`src/rtl/data_path.sv`:
```
// UART-attached 8-bit MIPS-style ALU: receives opcode/A/B bytes over 8N1 serial,
// executes one operation and returns the result as a single serial byte.
module data_path #(
  parameter int CLKS_PER_BIT = 434
) (
  input  logic clk,
  input  logic reset,
  input  logic rx,
  output logic tx
);

  localparam int DATA_W = 8;
  localparam int CNT_W  = $clog2(CLKS_PER_BIT);
  localparam logic [CNT_W-1:0] C_LAST = CNT_W'(CLKS_PER_BIT - 1);
  localparam logic [CNT_W-1:0] C_HALF = CNT_W'(CLKS_PER_BIT / 2 - 1);

  localparam logic [2:0] RX_IDLE      = 3'd0;
  localparam logic [2:0] RX_START     = 3'd1;
  localparam logic [2:0] RX_DATA      = 3'd2;
  localparam logic [2:0] RX_STOP      = 3'd3;
  localparam logic [2:0] RX_WAIT_HIGH = 3'd4;

  localparam logic [2:0] SQ_GET_OP = 3'd0;
  localparam logic [2:0] SQ_GET_A  = 3'd1;
  localparam logic [2:0] SQ_GET_B  = 3'd2;
  localparam logic [2:0] SQ_EXEC   = 3'd3;
  localparam logic [2:0] SQ_SEND   = 3'd4;

  function automatic logic [DATA_W-1:0] alu_f(
    input logic [3:0]        op,
    input logic [DATA_W-1:0] a,
    input logic [DATA_W-1:0] b
  );
    logic signed [DATA_W-1:0] sa;
    logic signed [DATA_W-1:0] sb;
    sa = $signed(a);
    sb = $signed(b);
    case (op)
      4'd0:    alu_f = a + b;
      4'd1:    alu_f = a - b;
      4'd2:    alu_f = a & b;
      4'd3:    alu_f = a | b;
      4'd4:    alu_f = a ^ b;
      4'd5:    alu_f = ~(a | b);
      4'd6:    alu_f = (sa < sb) ? 8'h01 : 8'h00;
      4'd7:    alu_f = a << b[2:0];
      4'd8:    alu_f = a >> b[2:0];
      4'd9:    alu_f = sa >>> b[2:0];
      default: alu_f = 8'hFF;
    endcase
  endfunction

  // Stage p0/p1: two-flop synchronizer for the asynchronous rx pin
  logic r_rx_p0 = 1'b1;
  logic r_rx_p1 = 1'b1;
  logic w_rx;

  always_ff @(posedge clk) begin
    if (reset) begin
      r_rx_p0 <= 1'b1;
      r_rx_p1 <= 1'b1;
    end else begin
      r_rx_p0 <= rx;
      r_rx_p1 <= r_rx_p0;
    end
  end

  assign w_rx = r_rx_p1;

  // Receiver: mid-bit sampling, framing errors park in WAIT_HIGH until the line recovers
  logic [2:0]        r_rx_state = RX_IDLE;
  logic [CNT_W-1:0]  r_rx_cnt   = '0;
  logic [2:0]        r_rx_bit   = '0;
  logic [DATA_W-1:0] r_rx_sh    = '0;
  logic [DATA_W-1:0] r_rx_byte  = '0;
  logic              r_byte_vld = 1'b0;

  always_ff @(posedge clk) begin
    if (reset) begin
      r_rx_state <= RX_IDLE;
      r_rx_cnt   <= '0;
      r_rx_bit   <= '0;
      r_rx_sh    <= '0;
      r_rx_byte  <= '0;
      r_byte_vld <= 1'b0;
    end else begin
      r_byte_vld <= 1'b0;
      case (r_rx_state)
        RX_IDLE: begin
          r_rx_cnt <= '0;
          if (!w_rx) r_rx_state <= RX_START;
        end
        RX_START: begin
          if (r_rx_cnt == C_HALF) begin
            r_rx_cnt   <= '0;
            r_rx_bit   <= '0;
            r_rx_state <= w_rx ? RX_IDLE : RX_DATA;
          end else begin
            r_rx_cnt <= r_rx_cnt + 1'b1;
          end
        end
        RX_DATA: begin
          if (r_rx_cnt == C_LAST) begin
            r_rx_cnt <= '0;
            r_rx_sh  <= {w_rx, r_rx_sh[DATA_W-1:1]};
            if (r_rx_bit == 3'd7) r_rx_state <= RX_STOP;
            else                  r_rx_bit   <= r_rx_bit + 3'd1;
          end else begin
            r_rx_cnt <= r_rx_cnt + 1'b1;
          end
        end
        RX_STOP: begin
          if (r_rx_cnt == C_LAST) begin
            r_rx_cnt <= '0;
            if (w_rx) begin
              r_rx_byte  <= r_rx_sh;
              r_byte_vld <= 1'b1;
              r_rx_state <= RX_IDLE;
            end else begin
              r_rx_state <= RX_WAIT_HIGH;
            end
          end else begin
            r_rx_cnt <= r_rx_cnt + 1'b1;
          end
        end
        RX_WAIT_HIGH: if (w_rx) r_rx_state <= RX_IDLE;
        default:      r_rx_state <= RX_IDLE;
      endcase
    end
  end

  // Sequencer + transmitter: r_tx_bit 0 = start, 1..8 = data, 9 = stop
  logic [2:0]        r_sq_state = SQ_GET_OP;
  logic [3:0]        r_op       = '0;
  logic [DATA_W-1:0] r_a        = '0;
  logic [DATA_W-1:0] r_b        = '0;
  logic [DATA_W-1:0] r_tx_sh    = '0;
  logic [CNT_W-1:0]  r_tx_cnt   = '0;
  logic [3:0]        r_tx_bit   = '0;
  logic              r_tx       = 1'b1;
  logic [DATA_W-1:0] w_alu;

  assign w_alu = alu_f(r_op, r_a, r_b);
  assign tx    = r_tx;

  always_ff @(posedge clk) begin
    if (reset) begin
      r_sq_state <= SQ_GET_OP;
      r_op       <= '0;
      r_a        <= '0;
      r_b        <= '0;
      r_tx_sh    <= '0;
      r_tx_cnt   <= '0;
      r_tx_bit   <= '0;
      r_tx       <= 1'b1;
    end else begin
      case (r_sq_state)
        SQ_GET_OP: if (r_byte_vld) begin
          r_op       <= r_rx_byte[3:0];
          r_sq_state <= SQ_GET_A;
        end
        SQ_GET_A: if (r_byte_vld) begin
          r_a        <= r_rx_byte;
          r_sq_state <= SQ_GET_B;
        end
        SQ_GET_B: if (r_byte_vld) begin
          r_b        <= r_rx_byte;
          r_sq_state <= SQ_EXEC;
        end
        SQ_EXEC: begin
          r_tx_sh    <= w_alu;
          r_tx_cnt   <= '0;
          r_tx_bit   <= '0;
          r_tx       <= 1'b0;
          r_sq_state <= SQ_SEND;
        end
        SQ_SEND: begin
          if (r_tx_cnt == C_LAST) begin
            r_tx_cnt <= '0;
            if (r_tx_bit == 4'd9) begin
              r_tx       <= 1'b1;
              r_sq_state <= SQ_GET_OP;
            end else begin
              r_tx_bit <= r_tx_bit + 4'd1;
              if (r_tx_bit == 4'd8) begin
                r_tx <= 1'b1;
              end else begin
                r_tx    <= r_tx_sh[0];
                r_tx_sh <= {1'b0, r_tx_sh[DATA_W-1:1]};
              end
            end
          end else begin
            r_tx_cnt <= r_tx_cnt + 1'b1;
          end
        end
        default: r_sq_state <= SQ_GET_OP;
      endcase
    end
  end

endmodule

```
`config.mk`:
```
export PLATFORM = sky130hd
export DESIGN_NAME = data_path
export DESIGN_NICKNAME = d
export VERILOG_FILES = /design/src/rtl/data_path.sv
export SDC_FILE = /design/constraint.sdc
export NUM_CORES = 1
export LEC_CHECK = 0
export CAP_MARGIN = 25
export CORE_ASPECT_RATIO = 0.5
export CORE_MARGIN = 3
export CORE_UTILIZATION = 69
export DETAILED_ROUTE_END_ITERATION = 10
export GPL_TIMING_DRIVEN = 0
export PLACE_DENSITY = 0.93
export SLEW_MARGIN = 20
export SYNTH_ARGS = -nofsm -noshare
export SYNTH_HDL_FRONTEND = slang
export SYNTH_SLANG_ARGS = --single-unit
```
`constraint.sdc`:
```
create_clock -name clk -period 3.8 [get_ports clk]
set_input_delay 0.76 -clock clk [delete_from_list [all_inputs] [get_ports clk]]
set_output_delay 0.76 -clock clk [all_outputs]
set_load 0.005 [all_outputs]
```
==> summary.md, run 1 <==
| Metric | Value |
|---|---|
| Clk_lat worst skew | `~0.33 ns` |
| DRC viols | `0` |
| Area delta synth->final | `8.91%` |
| Clock slew at reported path FFs | `about 0.060 ns` |
| Crit start category | `register` |
| DRT met1 WL | `around 6700 um` |
| Total clock sinks | `roughly 80` |
| Crit-path cells | `clkbuf_1 > clkinv_1 > ha_1 > o21ai_0 > o21ai_0 > a31oi_1 > mux2i_1 > o41ai_1 > a21oi_1` |
| Num ports | `4` |
| Final #Nets | `slightly above 700` |
| Share of cells above drive strength 1 | `a little over 8%` |
| Routed wire per std cell | `approximately 22 um` |
| RSZ-0062 raised after global routing | `no` |
| Cells after synthesis | `approximately 660` |
| Warnings from Yosys | `0` |
| FF+latch count, synth | `79` |
| Antenna violations before repair | `0` |
| Routed Antenna Nets | `0` |
| Detail Placement HPWL | `10900 um` |
| Fin crit period | `3.36 ns` |
| PnR worst setup slack | `~0.44 ns` |
| Row cnt | `21` |
| Fin crit share | `88.4%` |
| Most used cell along the critical path | `o21ai_0` |
| Avg Synthesized Cell Area | `approximately 8.1 um^2` |
| Post-synth EDFFs | `0` |
| CP Data Required Time | `3.99 ns` |
| Clk buf depth | `2` |
| WHS | `0.435 ns` |
| Core Region | `0.00709 mm^2` |
| Final setup vio count | `0` |
| Netlist cell types | `a little over 70` |
| FFs w/ async S/R, synth | `0%` |
| Post_cts resized | `0` |
| Total track usage | `between 30 and 40%` |
| DIE HEIGHT | `approximately 68 um` |
| Setup Fix Bufs, Post-CTS | `0` |
| Outcome | `finished, final reports clean` |
| VDD IR max | `between 0.4 and 0.5 mV` |
| DR iter-0 viols | `between 700 and 800` |
| Die X | `around 130 um` |
| CP Data Arrival Time | `3.55 ns` |
| Cts hold-fix bufs | `0` |
| Pin count of the biggest net entering global routing | `13` |
| Tightest Hold Check Type | `reg2reg` |
| Clock root cell | `clkbuf_16` |
| H-tree Lvls | `3` |
| Crit path kind | `reg2reg` |
| Initial core utilization | `about three quarters` |
| Crit end category | `register` |
| Final TNS setup | `0 ns` |
| Maxcap violations | `0` |
| First-pass GRT wire length | `26400 um` |
| CP Max Fanout | `10` |
| Routed vias/inst | `between 6 and 7` |
| Max layer used | `met4` |
| CP bufs+invs | `2` |
| Ys flop type | `dfxtp_1` |
| Full die area | `0.00891 mm^2` |
| Max incr delay on CP | `between 0.5 and 0.6 ns` |
| Seq/Total Area, Yosys | `around 30%` |
| Dpl ws | `between 0.6 and 0.7 ns` |
| DR vias | `between 5000 and 6000` |
| Met2 Routed Length | `~7400 um` |
| Cell family with most CP delay | `compound AO/OA/AOI/OAI gates` |
| # diodes | `0` |
| Fin. max-slew vios | `0` |
| Final Hold Vio Count | `0` |
| Wire length on met3 | `1830 um` |
| PwrDens | `approximately 310 mW/mm^2` |
| Syn nets | `703` |
| Number of global-route vias before repair | `~5200` |
| Worst Skew | `around 0.009 ns` |
| Slew @ Worst Pin | `0.865 ns` |
| CTS Buf Count | `9` |
| Drt first pass iters | `6` |
| Port Buffers | `3` |
| Mapped cell area | `~0.0054 mm^2` |
| Highest Clock Rate | `approximately 300 MHz` |
| Max-slew headroom | `42.2%` |
| Placer congestion estimate | `1.04` |
| CTS tree | `built` |
| Leak | `about 2.1 nW` |
| Final WL | `between 15000 and 20000 um` |
| Slowest CP cell | `dfxtp_1` |
| Remaining global-route overflow | `0` |
==> synth_stat cells, types with 4 or more instances <==
cell type,number,area share (%)
clkbuf_1,25,1.8
xnor2_1,6,0.98
nor2_1,108,7.6
a211oi_1,4,0.56
a311oi_1,4,0.65
o211ai_1,6,0.84
nand3b_1,4,0.56
or2_2,6,0.70
nor3_1,28,2.6
buf_1,4,0.28
a21oi_1,45,4.2
nor3b_1,9,1.3
nand2b_1,10,1.2
mux2i_1,40,7.5
nand2_1,48,3.4
and3_1,5,0.58
inv_1,29,2.0
ha_1,35,8.2
a31oi_1,6,0.70
xor2_1,8,1.3
nand4_1,6,0.70
buf_2,9,0.84
nand3_1,17,1.6
o21ai_0,28,2.6
dfxtp_1,79,30
mux4_2,8,3.4
nor2b_1,8,0.94
==> through the flow <==
step / instance area (um^2) / util [%] / total power, mW / std cells
after detailed placement: 5500 / 77.5 / 0.881 / 758
after global placement: 5500 / 77.5 / 0.881 / 758
after global routing: 5830 / 82.1 / 1.85 / 773
final: 5830 / 82.1 / 1.82 / 773
after CTS: 5830 / 82.1 / 1.81 / 773
after floorplan: 5350 / - / 0.870 / 663
==> sequential cells by signal (all words and copies together) (netlist names) <==
register,flops
r_rx_p0,1
r_op,4
r_rx_byte,8
r_rx_state,3
r_sq_state,3
r_rx_cnt,9
r_rx_bit,3
r_a,8
r_rx_sh,8
r_tx_sh,8
r_tx_bit,4
r_tx_cnt,9
r_rx_p1,1
tx,1
r_b,8
r_byte_vld,1
==> worst register-to-register path, cell delays in order (launching register included) <==
cell and delay (ns):
dfxtp_1 0.51, clkbuf_1 0.46, clkinv_1 0.41, ha_1 0.47, o21ai_0 0.25, o21ai_0 0.16, a31oi_1 0.31, mux2i_1 0.12
o41ai_1 0.41, a21oi_1 0.12
==> layout by cell type, fill, tap and decap left out, types with 4 or more instances in the layout <==
| master | count |
|---|---|
| nor2_1 | 108 |
| dfxtp_1 | 79 |
| nand2_1 | 48 |
| a21oi_1 | 45 |
| mux2i_1 | 40 |
| ha_1 | 35 |
| inv_1 | 29 |
| nor3_1 | 28 |
| o21ai_0 | 28 |
| clkbuf_1 | 25 |
| nand3_1 | 17 |
| nand2b_1 | 10 |
| buf_2 | 9 |
| nor3b_1 | 9 |
| clkbuf_16 | 9 |
| xor2_1 | 8 |
| nor2b_1 | 8 |
| mux4_2 | 8 |
| or2_2 | 6 |
| nand4_1 | 6 |
| xnor2_1 | 6 |
| a31oi_1 | 6 |
| o211ai_1 | 6 |
| and3_1 | 5 |
| buf_1 | 4 |
| a211oi_1 | 4 |
| a311oi_1 | 4 |
| nand3b_1 | 4 |
==> where the power goes <==
part           internal (mW)  switching (mW)
clock                  0.624           0.325
sequential             0.830         0.00217
combinational        0.00870          0.0264
total                   1.46           0.354
==> logic make-up (layout without fill, tap and decap cells) <==
logic type / count (synthesis) / in the layout / share of synthesized area, %
compound gates: 142 / 142 / 17.8
xor+xnor: 14 / 14 / 2.29
fa+ha+maj: 37 / 37 / 8.93
buf+inv: 70 / 88 / 5.33
flops: 79 / 79 / 29.6
mux: 49 / 49 / 11.1
simple gates: 272 / 272 / 25.0
==> path summary, 6_finish.rpt <==
check / endpoint / from / slack, ns / depth (start not counted)
hold reg to reg: r_rx_p1 / r_rx_p0 / 0.43 / 1
setup / recovery: r_tx_sh[7] / r_b[2] / 0.44 / 9
setup reg to reg: r_tx_sh[7] / r_b[2] / 0.44 / 9
hold / removal: r_rx_p1 / r_rx_p0 / 0.43 / 1
==> area by class of cell <==
| class | instances | area, um^2 |
|---|---|---|
| Multi-Input combinational cell | 514 | 3480 |
| Inverter | 30 | 113 |
| Clock inverter | 3 | 65.1 |
| Sequential cell | 79 | 1580 |
| Buffer | 40 | 173 |
| Clock buffer | 12 | 267 |
| Timing Repair Buffer | 3 | 30.0 |
| Tap cell | 92 | 115 |
| Fill cell | 408 | 1270 |
==> metal layers <==
layer,vias to the layer above,global-route usage [%]
met5,-,0
met1,2478,48.6
met4,0,16.0
met2,410,63.9
met3,92,9.98
li1,2397,-
(Power assumes the default switching activity.)
==> inputs of run 2 (changes only) <==
--- a/config.mk
+++ b/config.mk
@@ -6,7 +6,6 @@
 export NUM_CORES = 1
 export LEC_CHECK = 0
 export CAP_MARGIN = 25
-export CORE_ASPECT_RATIO = 0.5
 export CORE_MARGIN = 3
 export CORE_UTILIZATION = 69
 export DETAILED_ROUTE_END_ITERATION = 10
==> constraint.sdc (replaced) <==
create_clock -name clk -period 3.8 [get_ports clk]
set_input_delay 0.95 -clock clk [delete_from_list [all_inputs] [get_ports clk]]
set_output_delay 0.95 -clock clk [all_outputs]
set_load 0.005 [all_outputs]
==> run 2 against run 1 <==
Net effect:
- critical path depth stayed put
- cell count rose by 1.0%
- via count decreased by 4.4%
- total power fell by 15%
- cell area down 1.9%
- largest power group is now registers
- clock skew up 0.0084 ns
- fmax is 2.7% higher
- register-to-register slack better by 0.09 ns
- worst setup slack improved by 0.089 ns
- largest cell class unchanged
- utilization shrank 4.6 points
==> summary.md, run 2 (same netlist as run 1, synthesis figures left out) <==
| Metric | Value |
|---|---|
| Outcome | `finished, final reports clean` |
| Fin area | `roughly 0.0057 mm^2` |
| Worst Skew | `between 0.015 and 0.02 ns` |
| Leak | `between 2 and 2.5 nW` |
| Crit-path cells | `clkbuf_1 > clkinv_1 > ha_1 > a211oi_1 > nor2_1 > xor2_1 > a221oi_1 > nand4_1 > a32o_1` |
| Row cnt | `31` |
| Slowest CP cell | `dfxtp_1` |
| Detail Placement HPWL | `between 10000 and 15000 um` |
| Routed wire per std cell | `19.0 um` |
| DRC viols | `0` |
| Setup Fix Bufs, Post-CTS | `0` |
| Clk_lat worst skew | `around 0.37 ns` |
| DR iter-0 viols | `between 700 and 800` |
| Post_cts resized | `0` |
| DIE HEIGHT | `~94 um` |
| R2R Path End | `r_tx_sh[4]` |
| Port Buffers | `3` |
| Drt first pass iters | `5` |
| Fin crit share | `a little under nine tenths` |
| Final WL | `approximately 15000 um` |
| CTS tree | `built` |
| Highest Clock Rate | `306 MHz` |
| Crit path kind | `reg2reg` |
| Routed Antenna Nets | `0` |
| CTS Buf Count | `9` |
| Area delta synth->final | `6.81%` |
| Core Region | `between 0.007 and 0.008 mm^2` |
| Fin. max-slew vios | `0` |
| H-tree Lvls | `3` |
| Top flop regs | `r_rx_cnt: 9 flops, r_tx_cnt: 9 flops` |
| Clk buf depth | `2` |
| Remaining global-route overflow | `0` |
| Share of cells above drive strength 1 | `8.21%` |
| Crit end category | `register` |
| First-pass GRT wire length | `~25000 um` |
| Antenna violations before repair | `0` |
| Initial core utilization | `between 70% and 80%` |
| Die X | `94.1 um` |
| Maxcap violations | `0` |
| CP Data Arrival Time | `between 3 and 4 ns` |
| Num ports | `4` |
| Commonest non-fill, non-tap cells in the layout | `108 x nor2_1, 79 x dfxtp_1, 48 x nand2_1` |
| CP Max Fanout | `10` |
| Clock slew at reported path FFs | `around 0.090 ns` |
| Cts hold-fix bufs | `0` |
| Max-slew headroom | `38.6%` |
| Placer congestion estimate | `about 1` |
| Reg2Reg Setup Slack | `0.53 ns` |
| CP Data Required Time | `about 4.1 ns` |
| Clock root cell | `clkbuf_8` |
| Max incr delay on CP | `a little over 0.5 ns` |
| Critical Path Sink | `r_tx_sh[4]` |
| Pin count of the biggest net entering global routing | `17` |
| # diodes | `0` |
| Total power | `around 1.5 mW` |
| VDD IR max | `approximately 0.30 mV` |
| Final setup vio count | `0` |
| Number of global-route vias before repair | `about 5000` |
| RSZ-0062 raised after global routing | `no` |
| DR vias | `5143` |
| Most common cell after layout, fill and taps aside | `nor2_1` |
| Tightest Hold Check Type | `reg2reg` |
| Final TNS setup | `0 ns` |
| Area post-placement | `around 0.0055 mm^2` |
| Post-Place Cells | `around 770` |
| Crit start category | `register` |
| Full die area | `0.00885 mm^2` |
| PwrDens | `around 270 mW/mm^2` |
| Slew @ Worst Pin | `around 0.9 ns` |
| Worst R2R Start | `r_b[2]` |
| Hold path cells | `2` |
| Layout Cells excl Fill | `around 780` |
| CP startpoint | `r_b[2]` |
| Total clock sinks | `between 70 and 80` |
| Routed vias/inst | `approximately 6.6` |
| Fin crit period | `3.27 ns` |
| Total track usage | `between 30 and 40%` |
| Final Hold Vio Count | `0` |
| Reg2reg path depth | `9` |
| Final #Nets | `roughly 720` |
[run 2: changes by cell type in the layout (fill, tap and decap cells not counted)]
cell	previous run	this run
inv_8	0	2
inv_6	0	2
clkbuf_8	3	9
clkinv_2	1	0
clkinv_4	0	1
clkinvlp_4	0	1
bufinv_16	2	1
clkbuf_16	9	0
[run 2: through the flow]
step	utilization, %	hold slack [ns]	worst slack (ns)
final	77.5	0.464	0.529
after global routing	77.5	0.461	0.462
after CTS	77.5	0.453	0.621
after detailed placement	74.7	0.412	0.664
after global placement	74.7	0.395	0.765
after floorplan	-	0.389	1.32
[run 2: report_power, final]
group	total [mW]	switching [mW]	internal (mW)
sequential	0.831	0.00203	0.829
clock	0.681	0.362	0.318
combinational	0.0329	0.0242	0.00862
[run 2: per-layer routing]
layer / vias up / wire [um] / share of wire [%] / track usage, %
li1: 2388 / - / - / -
met4: 0 / 482 / 3.2 / 12.4
met2: 293 / 7040 / 47 / 58.6
met5: - / 0 / 0 / 0
met1: 2410 / 6050 / 41 / 45.1
met3: 52 / 1290 / 8.7 / 9.13
[run 2: cell type report]
cell class | count | area, um^2
multi-input combinational | 514 | 3480
fill | 522 | 1660
sequential | 79 | 1580
buffer | 40 | 173
clock buffer | 9 | 124
tap | 99 | 124
inverter | 30 | 113
clock inverter | 7 | 86.3
timing repair buffer | 3 | 30.0
[run 2: how the worst min path moves through the flow]
stage	start	to	slack, ns
floorplan	r_rx_p0	r_rx_p1	0.39
global placement	r_rx_p0	r_rx_p1	0.39
detailed placement	r_rx_p0	r_rx_p1	0.41
CTS	r_rx_p0	r_rx_p1	0.45
global route	r_rx_p0	r_rx_p1	0.46
finish	r_rx_bit[2]	r_rx_bit[2]	0.46
[run 2: worst max-delay path: cells and delay by family, from the launching register on]
| family | cells | cell delay, ns |
|---|---|---|
| AO/OA/AOI/OAI | 3 | 0.92 |
| XOR/XNOR | 1 | 0.15 |
| adder cells (fa/ha/maj) | 1 | 0.48 |
| buffers and inverters | 2 | 0.79 |
| flip-flops | 1 | 0.51 |
| AND/OR/NAND/NOR | 2 | 0.31 |
